### src/rtl/fproc_core_req.sv
// Core-side function-processor initiator: one request in flight, 2-cycle minimum accept-to-result latency.
// req_ready is high only in IDLE. The optional WAIT timeout is built when FPROC_TIMEOUT_EN is defined.
module fproc_core_req #(
  parameter int ID_WIDTH       = 8,
  parameter int DATA_WIDTH     = 32,
  parameter int TIMEOUT_CYCLES = 1024
) (
  input  logic                  clk,
  input  logic                  reset,
  input  logic                  req_valid,
  input  logic [ID_WIDTH-1:0]   req_id,
  output logic                  req_ready,
  output logic                  fproc_enable,
  output logic [ID_WIDTH-1:0]   fproc_id,
  input  logic                  fproc_ready,
  input  logic [DATA_WIDTH-1:0] fproc_data,
  output logic                  result_valid,
  output logic [DATA_WIDTH-1:0] result_data,
  output logic                  result_timeout,
  output logic [15:0]           last_wait
);

  if (TIMEOUT_CYCLES < 1) begin : g_bad_timeout
    $error("TIMEOUT_CYCLES must be >= 1");
  end

  typedef enum logic [1:0] {
    S_IDLE  = 2'd0,
    S_ISSUE = 2'd1,
    S_WAIT  = 2'd2,
    S_DONE  = 2'd3
  } state_t;

  state_t                  state_q, state_d;
  logic [ID_WIDTH-1:0]     id_q, id_d;
  logic                    fproc_enable_q, fproc_enable_d;
  logic                    result_valid_q, result_valid_d;
  logic [DATA_WIDTH-1:0]   result_data_q, result_data_d;
  logic                    result_timeout_q, result_timeout_d;
  logic [15:0]             wait_cnt_q, wait_cnt_d;
  logic [15:0]             last_wait_q, last_wait_d;
  logic                    accept;
  logic                    timeout_hit;

  assign req_ready = (state_q == S_IDLE) && !reset;
  assign accept    = req_valid && req_ready;

`ifdef FPROC_TIMEOUT_EN
  localparam logic [31:0] TO_LIM = 32'(TIMEOUT_CYCLES);
  // Saturated counter never reaches limits above 0xFFFF, so such a wait never times out.
  assign timeout_hit = (state_q == S_WAIT) && ({16'd0, wait_cnt_q} >= TO_LIM);
`else
  assign timeout_hit = 1'b0;
`endif

  always_comb begin
    state_d          = state_q;
    id_d             = id_q;
    fproc_enable_d   = 1'b0;
    result_valid_d   = 1'b0;
    result_data_d    = result_data_q;
    result_timeout_d = result_timeout_q;
    wait_cnt_d       = wait_cnt_q;
    last_wait_d      = last_wait_q;

    case (state_q)
      S_IDLE: begin
        if (accept) begin
          state_d        = S_ISSUE;
          id_d           = req_id;
          fproc_enable_d = 1'b1;
          wait_cnt_d     = 16'd0;
        end
      end

      S_ISSUE, S_WAIT: begin
        if (wait_cnt_q != 16'hFFFF) begin
          wait_cnt_d = wait_cnt_q + 16'd1;
        end
        // A response in the timeout cycle wins over the timeout.
        if (fproc_ready) begin
          state_d          = S_DONE;
          result_valid_d   = 1'b1;
          result_data_d    = fproc_data;
          result_timeout_d = 1'b0;
          last_wait_d      = wait_cnt_q;
        end else if (timeout_hit) begin
          state_d          = S_DONE;
          result_valid_d   = 1'b1;
          result_data_d    = '0;
          result_timeout_d = 1'b1;
          last_wait_d      = wait_cnt_q;
        end else begin
          state_d = S_WAIT;
        end
      end

      S_DONE: begin
        state_d = S_IDLE;
      end

      default: begin
        state_d = S_IDLE;
      end
    endcase
  end

  always_ff @(posedge clk or posedge reset) begin
    if (reset) begin
      state_q          <= S_IDLE;
      id_q             <= '0;
      fproc_enable_q   <= 1'b0;
      result_valid_q   <= 1'b0;
      result_data_q    <= '0;
      result_timeout_q <= 1'b0;
      wait_cnt_q       <= 16'd0;
      last_wait_q      <= 16'd0;
    end else begin
      state_q          <= state_d;
      id_q             <= id_d;
      fproc_enable_q   <= fproc_enable_d;
      result_valid_q   <= result_valid_d;
      result_data_q    <= result_data_d;
      result_timeout_q <= result_timeout_d;
      wait_cnt_q       <= wait_cnt_d;
      last_wait_q      <= last_wait_d;
    end
  end

  assign fproc_enable   = fproc_enable_q;
  assign fproc_id       = id_q;
  assign result_valid   = result_valid_q;
  assign result_data    = result_data_q;
  assign result_timeout = result_timeout_q;
  assign last_wait      = last_wait_q;

endmodule

### config.mk
export PLATFORM = sky130hd
export DESIGN_NAME = fproc_core_req
export DESIGN_NICKNAME = d
export VERILOG_FILES = /design/src/rtl/fproc_core_req.sv
export SDC_FILE = /design/constraint.sdc
export NUM_CORES = 1
export LEC_CHECK = 0
export CELL_PAD_IN_SITES_DETAIL_PLACEMENT = 1
export CELL_PAD_IN_SITES_GLOBAL_PLACEMENT = 1
export CORE_UTILIZATION = 39
export CTS_CLUSTER_SIZE = 24
export DETAILED_ROUTE_END_ITERATION = 8
export PLACE_DENSITY = 0.95
export SLEW_MARGIN = 20
export SYNTH_ARGS = -nofsm -noshare
export SYNTH_HDL_FRONTEND = slang
export SYNTH_SLANG_ARGS = --single-unit
### constraint.sdc
create_clock -name clk -period 6.3 [get_ports clk]
set_clock_uncertainty 0.1 [all_clocks]
set_input_delay 0.63 -clock clk [delete_from_list [all_inputs] [get_ports clk]]
set_output_delay 0.63 -clock clk [all_outputs]
set_load 0.01 [all_outputs]
==> run_results.csv <==
group,metric,value,unit
floorplanning,start_util,40.9,%
logic_synthesis,avgSynthCellArea,12.7,µm²
detailed_routing,wl_per_cell,17.8,µm
global_route,grt_usage,20.6,%
finish,final_core_util,57.7,%
logic_synthesis,seq_area_frac_synth,59.3,%
timing,final-max-slew-violation-count,0,
critical_path,critPathCaptureType,"register",
place,portBuffers,102,
power,p_leak,2.01,nW
logic_synthesis,ys_warn_count,0,
logic_synthesis,synth_area,0.00321,mm²
timing,max_freq,347,MHz
power,p_total,0.00221,W
global_route,grt_overflow,0,
timing,relSlewSlack,35.4,%
critical_path,crit_type,"in2reg",
place,place_inst,446,
finish,layout.cells.non_filler,462,
floorplanning,io-pin-count,104,
timing,rsz0062_at_grt,"no",
global_route,antenna_found_initial,0,
timing,fin_crit_sh,45.8,%
clock_network,cts_root_buf,"clkbuf_8",
logic_synthesis,syn_inst,252,
logic_synthesis,ys_seq_elements,76,
logic_synthesis,async_flop_share,100,%
power,p_per_area,489,mW/mm²
timing,post-route-min-period,2880,ps
clock_network,postCtsResizedCells,0,
critical_path,cp.required,6470,ps
clock_network,cts_max_path_buffers,2,
global_route,grt_max_degree,77,
detailed_routing,first_iter_violations,59,
logic_synthesis,synthDistinctLibCells,45,
detailed_routing,viasPerCell,5.15,
clock_network,cts_max_level,3,
critical_path,crit_fanout,13,
clock_network,clk_latency,350,ps
timing,setup_viol,0,
global_route,grt_pass1_wl,13.4,mm
clock_network,cts.sinks,76,
floorplanning,core,0.00785,mm²
timing,final.setup.tns,0,ps
critical_path,r2r_slack,3490,ps
detailed_routing,num_vias,2380,
clock_network,cts_made_buffers,9,
min_path,hp-class,"reg2reg",
floorplanning,dieHeight,92.7,µm
place,gp_congestion,0.774,
global_route,grt_pass1_vias,2562,
finish,n_fill_cell,825,
timing,timing_hold_violations_final,0,
finish,drive_gt1_share,21.7,%
logic_synthesis,syn_nets,299,
clock_network,tritoncts,"yes",
clock_network,clkTransAtPathRegs,80,ps
logic_synthesis,ys.flop_type,"dfrtp_1",
floorplanning,die_area,0.00859,mm²
critical_path,critPathLaunchType,"primary input",
run,drv_cap,0,
detailed_routing,postRouteAntennaNets,0,
clock_network,hold_buffers,0,
place,dp_hpwl,5.86,mm
run_status,status,"finished clean",
power,vdd_drop_max,168,µV
critical_path,cp.arrival,3050,ps
logic_synthesis,synth_edf_count,0,
detailed_routing,wirelength,8.20,mm
detailed_routing,drtPass1Iterations,4,
timing,worst_pin_slew,969,ps
clock_network,cts_setup_buffers,0,
floorplanning,fp.dieW,92.7,µm
finish,areaGrowthSynthToFinish,41.1,%
finish,num_antenna_cells,0,
floorplanning,rows,32,
detailed_routing,drc,0,
finish,layout.nets,402,
cell type report:
type | instances | area [µm²] | share of cell area, %
Multi-Input combinational cell | 158 | 1230 | 27.1
Clock buffer | 10 | 128 | 2.82
Sequential cell | 76 | 1900 | 42.0
Clock inverter | 6 | 88.8 | 1.96
Inverter | 7 | 26.3 | 0.580
Tap cell | 102 | 128 | 2.82
Timing Repair Buffer | 103 | 1030 | 22.7
cells by family (layout without fill, tap and decap cells):
| family | after synthesis | in the layout | share of synthesized area, % |
|---|---|---|---|
| other | 1 | 1 | 0.117 |
| buffers and inverters | 18 | 126 | 2.69 |
| flip-flops | 76 | 76 | 59.3 |
| multiplexers | 49 | 49 | 17.2 |
| XOR/XNOR | 2 | 2 | 0.546 |
| AND/OR/NAND/NOR | 65 | 65 | 10.9 |
| AO/OA/AOI/OAI | 38 | 38 | 8.07 |
| adder cells (fa/ha/maj) | 3 | 3 | 1.17 |
power by group:
| group | internal [W] | leakage (nW) | switching, W | total [W] |
|---|---|---|---|---|
| combinational | 0.000548 | 0.949 | 0.000478 | 0.00103 |
| sequential | 0.000672 | 0.957 | 0.000111 | 0.000783 |
| clock | 0.000223 | 0.102 | 0.000183 | 0.000406 |
| total | 0.00144 | 2.01 | 0.000772 | 0.00221 |
final timing paths:
path	start	to	cells after the start
setup / recovery	reset	wait_cnt_q[6]$_DFFE_PP0P_	6
hold / removal	fproc_id[6]$_DFFE_PP0P_	fproc_id[6]$_DFFE_PP0P_	2
setup reg to reg	state_q[0]$_DFFE_PP0P_	wait_cnt_q[6]$_DFFE_PP0P_	7
hold reg to reg	fproc_id[6]$_DFFE_PP0P_	fproc_id[6]$_DFFE_PP0P_	2
max in group asynchronous	reset	wait_cnt_q[6]$_DFFE_PP0P_	3
min in group asynchronous	reset	fproc_id[1]$_DFFE_PP0P_	3
metal layers:
metal	wire (µm)	global-route usage, %
met3	382	3.69
met2	4530	37.9
met4	91	6.79
met1	3200	24.2
met5	0	0
registers in the layout (all words and copies together), names as in the netlist:
name          cells
result_data      32
last_wait        16
wait_cnt_q       16
fproc_id          8
state_q           2
fproc_enable      1
result_valid      1
through the flow:
step	setup WS [ps]	area [µm²]	hold slack (ps)
5_1_grt	3210	4530	434
4_1_cts	3440	4530	399
3_5_place_dp	3080	4310	379
2_1_floorplan	3630	3210	384
6_report	3420	4530	394
3_3_place_gp	3220	4310	362
synth_stat cells, types with 3 or more instances:
cell / number / area share, %
and3_1: 3 / 0.59
nand2_1: 36 / 4.2
ha_1: 3 / 1.2
inv_1: 6 / 0.70
nor2_1: 5 / 0.59
o21a_1: 3 / 0.70
buf_2: 3 / 0.47
nand3_1: 5 / 0.78
buf_1: 4 / 0.47
a21o_1: 3 / 0.70
dfrtp_1: 76 / 59
o21ai_0: 9 / 1.4
a21oi_1: 10 / 1.6
mux2_2: 49 / 17
cell usage in the layout, fill, tap and decap left out, types with 5 or more instances in the layout:
master,instances
nor2_1,5
nand3_1,5
clkdlybuf4s50_1,102
o21ai_0,9
inv_1,5
nand2_1,35
a21oi_1,10
mux2_2,49
clkbuf_8,9
dfrtp_1,76
critical path, stage by stage:
cell             delay, ps
clkdlybuf4s50_1        460
nand3b_1               460
a21oi_1                880
o21a_1                 340
a41oi_1                150
a21oi_1                140
(Power assumes the default switching activity.)
